==> src/rtl/uart_pkg.sv <==
// Shared UART definitions: state encoding, baud rounding helper and ASCII constants
// used by the transmitter, the receiver and the game blocks.
package uart_pkg;

  localparam int unsigned DATA_W = 8;

  localparam logic [1:0] ST_IDLE_ENC  = 2'd0;
  localparam logic [1:0] ST_START_ENC = 2'd1;
  localparam logic [1:0] ST_DATA_ENC  = 2'd2;
  localparam logic [1:0] ST_STOP_ENC  = 2'd3;

  typedef enum logic [1:0] {
    IDLE  = ST_IDLE_ENC,
    START = ST_START_ENC,
    DATA  = ST_DATA_ENC,
    STOP  = ST_STOP_ENC
  } tx_state_e;

  localparam logic [7:0] ASCII_LF    = 8'h0A;
  localparam logic [7:0] ASCII_CR    = 8'h0D;
  localparam logic [7:0] ASCII_SPACE = 8'h20;
  localparam logic [7:0] ASCII_ZERO  = 8'h30;

  // Nearest-integer clock cycles per bit
  function automatic int unsigned clks_per_bit(input int unsigned clk_freq,
                                               input int unsigned baud);
    return (clk_freq + baud / 2) / baud;
  endfunction

endpackage

==> src/rtl/uart_tx_buffered_if.sv <==
// Byte strobe / serial line bundle between the game blocks and the UART transmitter.
interface uart_tx_buffered_if;
  import uart_pkg::*;

  logic              i_transmit;
  logic [DATA_W-1:0] i_data;
  logic              o_tx;
  logic              o_busy;
  logic              o_ready;
  logic              o_done;
  logic              o_overrun;

  modport master (
    output i_transmit, i_data,
    input  o_tx, o_busy, o_ready, o_done, o_overrun
  );

  modport slave (
    input  i_transmit, i_data,
    output o_tx, o_busy, o_ready, o_done, o_overrun
  );
endinterface

==> src/rtl/uart_baud_tick.sv <==
// Restartable bit-period counter: o_tick is high on the last cycle of each period,
// o_pre_tick_c flags that the next cycle will be that last cycle.
module uart_baud_tick #(
  parameter int unsigned CLKS_PER_BIT = 16
) (
  input  logic i_clk,
  input  logic i_rst,
  input  logic i_clear,
  output logic o_tick,
  output logic o_pre_tick_c
);
  localparam int unsigned CNT_W = $clog2(CLKS_PER_BIT);
  localparam logic [CNT_W-1:0] CNT_LAST = CNT_W'(CLKS_PER_BIT - 1);
  localparam logic [CNT_W-1:0] CNT_PRE  = CNT_W'(CLKS_PER_BIT - 2);

  logic [CNT_W-1:0] cnt;

  assign o_pre_tick_c = !i_clear && (cnt == CNT_PRE);

  always_ff @(posedge i_clk or posedge i_rst) begin
    if (i_rst) begin
      cnt    <= '0;
      o_tick <= 1'b0;
    end else begin
      o_tick <= o_pre_tick_c;
      if (i_clear || (cnt == CNT_LAST)) cnt <= '0;
      else                              cnt <= cnt + CNT_W'(1);
    end
  end
endmodule

==> src/rtl/uart_tx_buffered.sv <==
// 8N1 LSB-first UART transmitter with a one-byte holding register so a strobe
// arriving mid-frame is queued and sent back-to-back after the current stop bit.
module uart_tx_buffered
  import uart_pkg::*;
#(
  parameter int unsigned CLK_FREQ = 100_000_000,
  parameter int unsigned BAUD     = 9600
) (
  input  logic               i_clk,
  input  logic               i_rst,
  uart_tx_buffered_if.slave  bus
);
  localparam int unsigned CLKS_PER_BIT = clks_per_bit(CLK_FREQ, BAUD);

  if (CLKS_PER_BIT < 2) begin : g_cpb_check
    $error("uart_tx_buffered: CLKS_PER_BIT must be at least 2");
  end

  tx_state_e         state, state_n;
  logic [DATA_W-1:0] shifter, shifter_n;
  logic [DATA_W-1:0] hold_data, hold_data_n;
  logic              hold_valid, hold_valid_n;
  logic [2:0]        bit_idx, bit_idx_n;
  logic              tx_n;
  logic              overrun_n;
  logic              clear_c;
  logic              tick;
  logic              pre_tick_c;
  logic              stop_end_c;

  uart_baud_tick #(.CLKS_PER_BIT(CLKS_PER_BIT)) u_baud (
    .i_clk       (i_clk),
    .i_rst       (i_rst),
    .i_clear     (clear_c),
    .o_tick      (tick),
    .o_pre_tick_c(pre_tick_c)
  );

  assign stop_end_c = (state == STOP) && tick;

  // Next-state, shifter, holding register and line value
  always_comb begin
    state_n      = state;
    shifter_n    = shifter;
    hold_data_n  = hold_data;
    hold_valid_n = hold_valid;
    bit_idx_n    = bit_idx;
    tx_n         = bus.o_tx;
    overrun_n    = 1'b0;
    clear_c      = 1'b0;

    case (state)
      IDLE: begin
        if (bus.i_transmit) begin
          shifter_n = bus.i_data;
          state_n   = START;
          tx_n      = 1'b0;
          clear_c   = 1'b1;
        end
      end
      START: begin
        if (tick) begin
          state_n   = DATA;
          bit_idx_n = 3'd0;
          tx_n      = shifter[0];
          clear_c   = 1'b1;
        end
      end
      DATA: begin
        if (tick) begin
          clear_c   = 1'b1;
          bit_idx_n = bit_idx + 3'd1;
          if (bit_idx == 3'd7) begin
            state_n = STOP;
            tx_n    = 1'b1;
          end else begin
            shifter_n = {1'b1, shifter[DATA_W-1:1]};
            tx_n      = shifter[1];
          end
        end
      end
      STOP: begin
        if (tick) begin
          clear_c = 1'b1;
          if (hold_valid) begin
            shifter_n    = hold_data;
            hold_valid_n = 1'b0;
            state_n      = START;
            tx_n         = 1'b0;
          end else if (bus.i_transmit) begin
            shifter_n = bus.i_data;
            state_n   = START;
            tx_n      = 1'b0;
          end else begin
            state_n = IDLE;
          end
        end
      end
      default: state_n = IDLE;
    endcase

    // A strobe not consumed by the shifter goes to holding, or is dropped if holding stays full
    if (bus.i_transmit && (state != IDLE) && !(stop_end_c && !hold_valid)) begin
      if (!hold_valid || stop_end_c) begin
        hold_data_n  = bus.i_data;
        hold_valid_n = 1'b1;
      end else begin
        overrun_n = 1'b1;
      end
    end
  end

  always_ff @(posedge i_clk or posedge i_rst) begin
    if (i_rst) begin
      state         <= IDLE;
      shifter       <= '0;
      hold_data     <= '0;
      hold_valid    <= 1'b0;
      bit_idx       <= 3'd0;
      bus.o_tx      <= 1'b1;
      bus.o_busy    <= 1'b0;
      bus.o_ready   <= 1'b1;
      bus.o_done    <= 1'b0;
      bus.o_overrun <= 1'b0;
    end else begin
      state         <= state_n;
      shifter       <= shifter_n;
      hold_data     <= hold_data_n;
      hold_valid    <= hold_valid_n;
      bit_idx       <= bit_idx_n;
      bus.o_tx      <= tx_n;
      bus.o_busy    <= (state_n != IDLE);
      bus.o_ready   <= !hold_valid_n;
      bus.o_done    <= (state_n == STOP) && pre_tick_c;
      bus.o_overrun <= overrun_n;
    end
  end
endmodule

==> src/flat_wrapper.sv <==
// flat-port wrapper written by rule: the top's interface ports become plain ports
module uart_tx_buffered_flat import uart_pkg::*;
#(
  parameter int unsigned CLK_FREQ = 100_000_000,
  parameter int unsigned BAUD     = 9600
)
  (i_clk, i_rst, bus_i_transmit, bus_i_data, bus_o_tx, bus_o_busy, bus_o_ready, bus_o_done, bus_o_overrun);
  uart_tx_buffered_if bus_i ();
  input  logic i_clk;
  input  logic i_rst;
  input wire logic [$bits(bus_i.i_transmit)-1:0] bus_i_transmit;
  input wire logic [$bits(bus_i.i_data)-1:0] bus_i_data;
  output wire logic [$bits(bus_i.o_tx)-1:0] bus_o_tx;
  output wire logic [$bits(bus_i.o_busy)-1:0] bus_o_busy;
  output wire logic [$bits(bus_i.o_ready)-1:0] bus_o_ready;
  output wire logic [$bits(bus_i.o_done)-1:0] bus_o_done;
  output wire logic [$bits(bus_i.o_overrun)-1:0] bus_o_overrun;
  assign bus_i.i_transmit = bus_i_transmit;
  assign bus_i.i_data = bus_i_data;
  assign bus_o_tx = bus_i.o_tx;
  assign bus_o_busy = bus_i.o_busy;
  assign bus_o_ready = bus_i.o_ready;
  assign bus_o_done = bus_i.o_done;
  assign bus_o_overrun = bus_i.o_overrun;
  uart_tx_buffered #(.CLK_FREQ(CLK_FREQ), .BAUD(BAUD)) u_core (.i_clk(i_clk), .i_rst(i_rst), .bus(bus_i));
endmodule
==> config.mk <==
export PLATFORM = sky130hd
export DESIGN_NAME = uart_tx_buffered_flat
export DESIGN_NICKNAME = d
export VERILOG_FILES = /design/src/rtl/uart_pkg.sv /design/src/rtl/uart_tx_buffered_if.sv /design/src/rtl/uart_baud_tick.sv /design/src/rtl/uart_tx_buffered.sv /design/src/flat_wrapper.sv
export SDC_FILE = /design/constraint.sdc
export NUM_CORES = 1
export LEC_CHECK = 0
export CAP_MARGIN = 0
export CELL_PAD_IN_SITES_DETAIL_PLACEMENT = 1
export CELL_PAD_IN_SITES_GLOBAL_PLACEMENT = 2
export CORE_UTILIZATION = 40
export CTS_BUF_LIST = sky130_fd_sc_hd__clkbuf_8
export CTS_CLUSTER_DIAMETER = 30
export CTS_CLUSTER_SIZE = 16
export DETAILED_ROUTE_END_ITERATION = 6
export DONT_BUFFER_PORTS = 1
export PLACE_DENSITY = 0.89
export SYNTH_ARGS = -nofsm -noshare
export SYNTH_HDL_FRONTEND = slang
export SYNTH_SLANG_ARGS = --single-unit
==> constraint.sdc <==
create_clock -name i_clk -period 2.25 [get_ports i_clk]
set_clock_uncertainty 0.05 [all_clocks]
set_input_delay 0.225 -clock i_clk [delete_from_list [all_inputs] [get_ports i_clk]]
set_output_delay 0.225 -clock i_clk [all_outputs]
set_load 0.02 [all_outputs]
; ---- Word-level counts from Yosys, hierarchy flattened
; Cells that the tools add are included.
[totals]
reg_bits = 42
inputBits = 11
out_inout_bits = 5
wordCells = 81
[op_classes]
n_addsub = 2
eq_ne = 11
muxes = 34
reduce_logical = 22
[op_table]
columns = operator, n
row1 = 2-to-1 mux 8 bit, 5
row2 = "equality test 14 bit, second input constant", 2
row3 = case mux 8 bit (3 select lines), 1
row4 = 2-to-1 mux 1 bit, 15
row5 = "adder 14 x 1 -> 14 bit, second input constant", 1
row6 = 2-to-1 mux 14 bit, 1
row7 = 2-to-1 mux 2 bit, 6
row8 = "inequality test 2 bit, second input constant", 4
row9 = case mux 2 bit (4 select lines), 1
row10 = "equality test 2 bit, second input constant", 3
row11 = logical AND 1 bit, 6
row12 = 2-to-1 mux 3 bit, 2
row13 = case mux 3 bit (2 select lines), 1
row14 = AND reduction 3 bit, 2
row15 = nonzero test 2 bit, 3
row16 = zero test 1 bit, 4
row17 = case mux 1 bit (4 select lines), 1
row18 = AND reduction 4 bit, 1
row19 = "adder 3 x 1 -> 3 bit, second input constant", 1
row20 = "equality test 3 bit, second input constant", 1
row21 = nonzero test 3 bit, 1
row22 = OR reduction 3 bit, 1
row23 = "equality test 2 x 1 -> 1 bit, second input constant", 1
row24 = zero test 2 bit, 1
row25 = 3 further kinds, 4

; ---- Logic depth before layout (Yosys ltp)
; Gate-level depths: netlist of run 1.
[depth]
ltp_word = 7
ltp_mapped = 7

; ---- Cells and area by module
; Synthesis of run 1 repeated with hierarchy kept, for this count alone.
[hier_totals]
cells_unflattened = 208
area_unflattened_um2 = 2177.1
[by_module_without_submodules]
columns = mod, instances, cells_per_inst, area_per_inst_um2
row1 = uart_tx_buffered, 1, 130, 1401.3
row2 = uart_baud_tick, 1, 78, 775.7

; ---- Least setup slack after synthesis of run 1
; Ideal clock, no wire load.
[synth_path]
path_kind = register to register
from = reg u_core.bit_idx[0]
to = reg u_core.shifter[7]
setup_ns = 0.067
arrival_ns = 1.637
required_ns = 2.133
slack_ns = 0.496
stages_incl_launch_ff = 8
path_buffers = 1
synth_period_minus_slack_ns = 1.754
cell_sequence = dfrtp_1 -> ha_1 -> ha_1 -> nor2b_1 -> o21ai_0 -> and2_1 -> clkbuf_1 -> a32o_1
[synth_between]
elab_chain_len = 3
[synth_rtl]
columns = item, line_no
row1 = start: declaration, uart_tx_buffered.sv:23  ; logic [2:0] bit_idx, bit_idx_n;
row2 = start signal: assignment, uart_tx_buffered.sv:130  ; bit_idx <= bit_idx_n;
row3 = equality test 3 bit, uart_tx_buffered.sv:73  ; if (bit_idx == 3'd7) begin
row4 = inequality test 2 bit (no source line), n/a
row5 = AND reduction 4 bit (no source line), n/a
row6 = end signal: assignment, uart_tx_buffered.sv:127  ; shifter <= shifter_n;
row7 = end: declaration, uart_tx_buffered.sv:20  ; logic [DATA_W-1:0] shifter, shifter_n;
; No other way between the ends.
; A chain may end at the register's enable or synchronous reset.

; ---- Final worst setup path of run 1
[layout_path]
from = reg u_core.bit_idx[0]
to = reg u_core.shifter[3]
; The elaborated chain is that of the path after synthesis.

==> results of run 1 <==
==> logic make-up (layout without fill, tap and decap cells) <==
logic type                 after synthesis  count (layout)  share of synthesized area
DFF                                     42              42                      0.481
buffers and inverters                   29              36                     0.0594
xor gates and xnor gates                13              13                     0.0520
muxes                                   10              10                     0.0531
adders and majority gates                4               4                     0.0229
AOI/OAI and AO/OA                       42              42                      0.144
and+or+nand+nor                         79              79                      0.187
==> flip-flops by register name, indices dropped and copies added (netlist names) <==
register	count
u_core.bus.o_ready	1
u_core.bus.o_overrun	1
u_core.hold_data	8
u_core.bit_idx	3
u_core.u_baud.o_tick	1
u_core.bus.o_done	1
u_core.bus.o_busy	1
u_core.u_baud.cnt	14
u_core.shifter	8
u_core.bus.o_tx	1
u_core.state	2
u_core.hold_valid	1
==> routing by layer <==
| metal | vias to the layer above | wire [µm] | share of wire |
|---|---|---|---|
| met5 | - | 0 | 0 |
| met4 | 0 | 83 | 0.017 |
| met3 | 7 | 139 | 0.029 |
| met2 | 17 | 2360 | 0.49 |
| met1 | 797 | 2200 | 0.46 |
| li1 | 769 | - | - |
==> final timing paths <==
path | start | endpoint | cells after the start | slack (ns)
hold reg to reg | u_core.hold_data[4]$_DFFE_PP0P_ | u_core.hold_data[4]$_DFFE_PP0P_ | 1 | 0.46
max in group asynchronous | i_rst | u_core.bus.o_ready$_DFF_PP1_ | 3 | 1.06
hold / removal | bus_i_data[1] | u_core.hold_data[1]$_DFFE_PP0P_ | 1 | 0.009
setup reg to reg | u_core.bit_idx[0]$_DFFE_PP0P_ | u_core.shifter[3]$_DFFE_PP0P_ | 6 | 0.30
setup / recovery | u_core.bit_idx[0]$_DFFE_PP0P_ | u_core.shifter[3]$_DFFE_PP0P_ | 6 | 0.30
min in group asynchronous | i_rst | u_core.shifter[5]$_DFFE_PP0P_ | 2 | 0.34
==> through the flow <==
stage	instances	instance area, µm²
after floorplan	219	2190
after global placement	285	2270
after detailed placement	285	2270
after CTS	295	2380
after global routing	296	2390
final	296	2390
==> report_power, final <==
| part | switching, W | total, W | internal, W |
|---|---|---|---|
| Combinational | 0.000176 | 0.000353 | 0.000177 |
| Sequential | 0.000121 | 0.00101 | 0.000891 |
| Clock | 0.000287 | 0.000506 | 0.000218 |
| Total | 0.000585 | 0.00187 | 0.00129 |
==> worst reg2reg max path: cells and delay by family (launching register included) <==
family / cells / cell delay [ns]
adder cells (fa/ha/maj): 2 / 0.41
AND/OR/NAND/NOR: 2 / 0.41
AO/OA/AOI/OAI: 2 / 0.55
flip-flops: 1 / 0.41
==> timing repair <==
action | in CTS | in global routing
setup endpoints to repair | 0 | 0
hold endpoints to repair | 19 | 1
gates resized for setup | 0 | 0
hold buffers | 2 | 1
==> area by class of cell <==
class / instances / share of cell area
timing repair buffer: 10 / 0.0346
clock buffer: 5 / 0.0288
tap: 70 / 0.0367
inverter: 18 / 0.0283
clock inverter: 3 / 0.00891
sequential: 42 / 0.441
multi-input combinational: 148 / 0.421
==> layout by cell type, fill, tap and decap left out, drive strengths merged, types with 3 or more instances in the layout <==
master,netlist,layout
a31oi,3,3
xnor2,11,11
nor3,5,5
inv,18,17
a22o,16,16
dfrtp,40,40
nor4,4,4
nor2,23,23
nand2b,4,4
mux2,10,10
clkinv,0,3
clkbuf,4,5
nand3,14,14
buf,7,7
nor2b,3,3
nand2,15,15
dlygate4sd3,0,3
ha,4,4
nand4,3,3
o21ai,12,12
==> flow_summary.json, run 1 <==
{
  "path_cells": "ha_1 -> ha_1 -> nor2b_1 -> o21ai_0 -> nand3_1 -> a22o_1",
  "seq_area_frac_synth": 0.481,
  "synth_top_area_frac": 0.457,
  "max_freq_mhz": 512,
  "synth_edf_count": 0,
  "timing.final.crit_period_ns": 1.95,
  "gp_congestion": 0.739,
  "cpMostUsedCell": "ha_1",
  "cts_root_buffer": "clkbuf_8",
  "critPathBufInv": 0,
  "via_count": 1590,
  "ys_types": 42,
  "grt_max_degree": 24,
  "ios": 16,
  "avgSynthCellArea_um2": 10.0,
  "wl_mm": 4.79,
  "drt-vias-per-instance": 5.37,
  "met1_usage": 0.233,
  "dr.pass1.iters": 4,
  "grt_pass1_wl_mm": 8.20,
  "utilization": 0.459,
  "drv_slew": 0,
  "drtIter0Drc": 57,
  "insertion_delay_ns": 0.31,
  "min_path_type": "in2reg",
  "postCtsSetupBuffers": 0,
  "fin_tns_setup_ns": 0,
  "cp_max_fo": 7,
  "register_area_mm2": 0.00105,
  "antenna_found_initial": 0,
  "avgRoutedWirePerCell_um": 16.2,
  "die_h_um": 76.0,
  "multi_input_area_mm2": 0.00101,
  "drc": 0,
  "grtUsageMet2": 0.301,
  "async_flop_share": 1.00,
  "nNetsFinal": 240,
  "yosysTopAreaCell": "dfrtp_1",
  "rows": 26,
  "grt_pass1_vias": 1686,
  "slowest_delay_ns": 0.41,
  "ys.flop_type": "dfrtp_1",
  "worstMarginPinSlew_ns": 0.719,
  "ir_worst_vdd_mv": 0.299,
  "grt_usage": 0.183,
  "max_cap_viol_count": 0,
  "fin_ws_ns": 0.296,
  "synth_warnings": 0,
  "synthesis.nets": 234,
  "cts_sinks": 42,
  "grt-ovfl-total": 0,
  "powerDensity_mw_per_mm2": 784,
  "synth_seq_cells": 42,
  "worstSetupEndpointType": "flop",
  "finalHoldViolations": 0,
  "die_area_mm2": 0.00577,
  "netlist_area_mm2": 0.00219,
  "startpoint_type": "flop",
  "cts_buffers": 5,
  "cts_htree_levels": 2,
  "slew_headroom": 0.518,
  "clockBufferDepth": 2,
  "dieWidth_um": 76.0,
  "drtAntennaViolNets": 0,
  "drive_above_1_share": 0.159,
  "globalRouteMet3Util": 0.0371,
  "area_growth_pct": 9.03,
  "start_util": 0.421,
  "period_share": 0.868,
  "synth_most_common_cell": "dfrtp_1",
  "power_w": 0.00187,
  "cpLargestDelayFamily": "compound AO/OA/AOI/OAI gates",
  "leakagePower_nw": 1.02,
  "synth_common_cells": "dfrtp_1 (40), nor2_1 (22), inv_1 (18)",
  "criticalPathCategory": "reg2reg",
  "slowest_stage": "dfrtp_1",
  "preCtsSetupSlack_ns": 0.308,
  "numPortBuffers": 0,
  "cts_tree": "done",
  "cp_data_required_time_ns": 2.39,
  "whs_ns": 0.00903,
  "grt_most_used_layer": "met2",
  "rsz0062_at_grt": "no",
  "netlist_instances": 219,
  "diodes": 0,
  "hpwl_mm": 3.34,
  "coreArea_mm2": 0.00520,
  "status": "complete, no violations",
  "setup-violations-final": 0,
  "path_clk_slew_ns": 0.09,
  "crit_arrival_ns": 2.09,
  "fill_cells": 607,
  "synth_area_leaders": "dfrtp_1 (46%), a22o_1 (6.4%), mux2_2 (4.6%), xnor2_1 (4.4%), nor2_1 (3.8%)"
}
Power figures use the tool's default switching activity.
==> run 2, diff against run 1 <==
==> constraint.sdc (replaced) <==
create_clock -name i_clk -period 2.25 [get_ports i_clk]
set_clock_uncertainty 0.05 [all_clocks]
set_input_delay 0.45 -clock i_clk [delete_from_list [all_inputs] [get_ports i_clk]]
set_output_delay 0.45 -clock i_clk [all_outputs]
set_load 0.02 [all_outputs]
==> flow_summary.json, run 2 (synthesized netlist as in run 1, its figures left out) <==
{
  "grt_usage": 0.180,
  "fin_tns_setup_ns": 0,
  "nNetsFinal": 239,
  "worstMarginPinSlew_ns": 0.654,
  "final_cells": 295,
  "die_h_um": 76.0,
  "min_path_type": "in2reg",
  "ir_worst_vdd_mv": 0.362,
  "grt_pass1_vias": 1641,
  "die_area_mm2": 0.00577,
  "rsz0062_at_grt": "no",
  "fill_cells": 608,
  "leakagePower_nw": 1.04,
  "cts_sinks": 42,
  "antenna_found_initial": 0,
  "insertion_delay_ns": 0.29,
  "area_growth_pct": 10.6,
  "via_count": 1572,
  "finalHoldViolations": 0,
  "avgRoutedWirePerCell_um": 15.3,
  "cts_tree": "done",
  "cp_max_fo": 7,
  "cts_htree_levels": 2,
  "fin_ws_ns": 0.318,
  "drc": 0,
  "largest_reg_flops": 14,
  "wl_mm": 4.52,
  "start_util": 0.421,
  "grt_pass1_wl_mm": 8.16,
  "drt-vias-per-instance": 5.33,
  "path_clk_slew_ns": 0.08,
  "cp_data_required_time_ns": 2.38,
  "ios": 16,
  "postCtsSetupBuffers": 0,
  "drv_slew": 0,
  "gp_congestion": 0.750,
  "powerDensity_mw_per_mm2": 856,
  "preCtsSetupSlack_ns": 0.318,
  "clockBufferDepth": 2,
  "diodes": 0,
  "path_cells": "ha_1 -> ha_1 -> nor2b_1 -> o21ai_0 -> nand3_1 -> a22o_1",
  "slew_headroom": 0.563,
  "max_freq_mhz": 517,
  "status": "complete, no violations",
  "reg.largest.list": "u_core.u_baud.cnt x14, u_core.hold_data x8, u_core.shifter x8",
  "regMostFlops": "u_core.u_baud.cnt",
  "coreArea_mm2": 0.00520,
  "grt_max_degree": 17,
  "slowest_stage": "dfrtp_1",
  "final_common_cell": "dfrtp_1",
  "cts_root_buffer": "clkbuf_8",
  "slowest_delay_ns": 0.40,
  "setup-violations-final": 0,
  "drtAntennaViolNets": 0,
  "dieWidth_um": 76.0,
  "criticalPathCategory": "reg2reg",
  "crit_arrival_ns": 2.06,
  "post_cts_resized": 0,
  "worstSetupEndpointType": "flop",
  "startpoint_type": "flop",
  "drive_above_1_share": 0.164,
  "max_cap_viol_count": 0,
  "numPortBuffers": 0,
  "hpwl_mm": 3.19,
  "layout_common_cells": "dfrtp_1 (40), nor2_1 (22), inv_1 (17)",
  "grt-ovfl-total": 0,
  "dr.pass1.iters": 4,
  "rows": 26,
  "cts_buffers": 5,
  "timing.final.crit_period_ns": 1.93,
  "drtIter0Drc": 46,
  "dp_cells": 286,
  "period_share": 0.859,
  "cpMostUsedCell": "ha_1"
}
## run 2: path summary, 6_finish.rpt
| kind | startpoint | endpoint | slack (ns) | cells past startpoint |
|---|---|---|---|---|
| setup / recovery | u_core.bit_idx[0]$_DFFE_PP0P_ | u_core.shifter[2]$_DFFE_PP0P_ | 0.32 | 6 |
| hold / removal | bus_i_transmit | u_core.bus.o_overrun$_DFF_PP0_ | 0.22 | 2 |
| setup reg to reg | u_core.bit_idx[0]$_DFFE_PP0P_ | u_core.shifter[2]$_DFFE_PP0P_ | 0.32 | 6 |
| hold reg to reg | u_core.hold_data[6]$_DFFE_PP0P_ | u_core.hold_data[6]$_DFFE_PP0P_ | 0.46 | 1 |
| max in group asynchronous | i_rst | u_core.bus.o_ready$_DFF_PP1_ | 0.97 | 3 |
| min in group asynchronous | i_rst | u_core.hold_data[5]$_DFFE_PP0P_ | 0.55 | 2 |
## run 2: critical path: cells and delay by family, from the launching register on
family / cells / cell delay, ns
AO/OA/AOI/OAI: 2 / 0.54
AND/OR/NAND/NOR: 2 / 0.41
flip-flops: 1 / 0.40
adder cells (fa/ha/maj): 2 / 0.40
## run 2: power by group
part | internal, W | switching, W | leakage [nW]
Combinational | 0.000176 | 0.000167 | 0.443
Clock | 0.000445 | 0.000274 | 0.0683
Sequential | 0.000891 | 0.000119 | 0.532
Total | 0.00151 | 0.000560 | 1.04
## run 2: per-stage QoR
stage | hold slack, ns | util | power, W | area, µm²
5_1_grt | 0.218 | 0.465 | 0.00220 | 2420
2_1_floorplan | 0.416 | - | 0.00129 | 2190
3_5_place_dp | 0.324 | 0.437 | 0.00137 | 2270
3_3_place_gp | 0.325 | 0.437 | 0.00136 | 2270
6_report | 0.217 | 0.465 | 0.00207 | 2420
4_1_cts | 0.212 | 0.465 | 0.00210 | 2420
## run 2: repair_timing
action	4_1_cts	5_1_grt
endpoints found under the setup margin	0	0
endpoints found under the hold margin	7	0
hold buffers	1	0
## run 2: cell type report
cell class,count,area (µm²),area share
Inverter,18,67.6,0.0279
Timing Repair Buffer,9,70.1,0.0289
Multi-Input combinational cell,148,1010,0.415
Tap cell,70,87.6,0.0362
Clock buffer,5,68.8,0.0284
Clock inverter,3,68.8,0.0284
Sequential cell,42,1050,0.435
## run 2: routing by layer
| layer | wire length (µm) | track usage | vias up | share of wire |
|---|---|---|---|---|
| met3 | 133 | 0.0407 | 5 | 0.029 |
| met5 | 0 | 0 | - | 0 |
| met2 | 2110 | 0.288 | 17 | 0.47 |
| li1 | - | - | 772 | - |
| met1 | 2230 | 0.244 | 778 | 0.49 |
| met4 | 55 | 0.0577 | 0 | 0.012 |
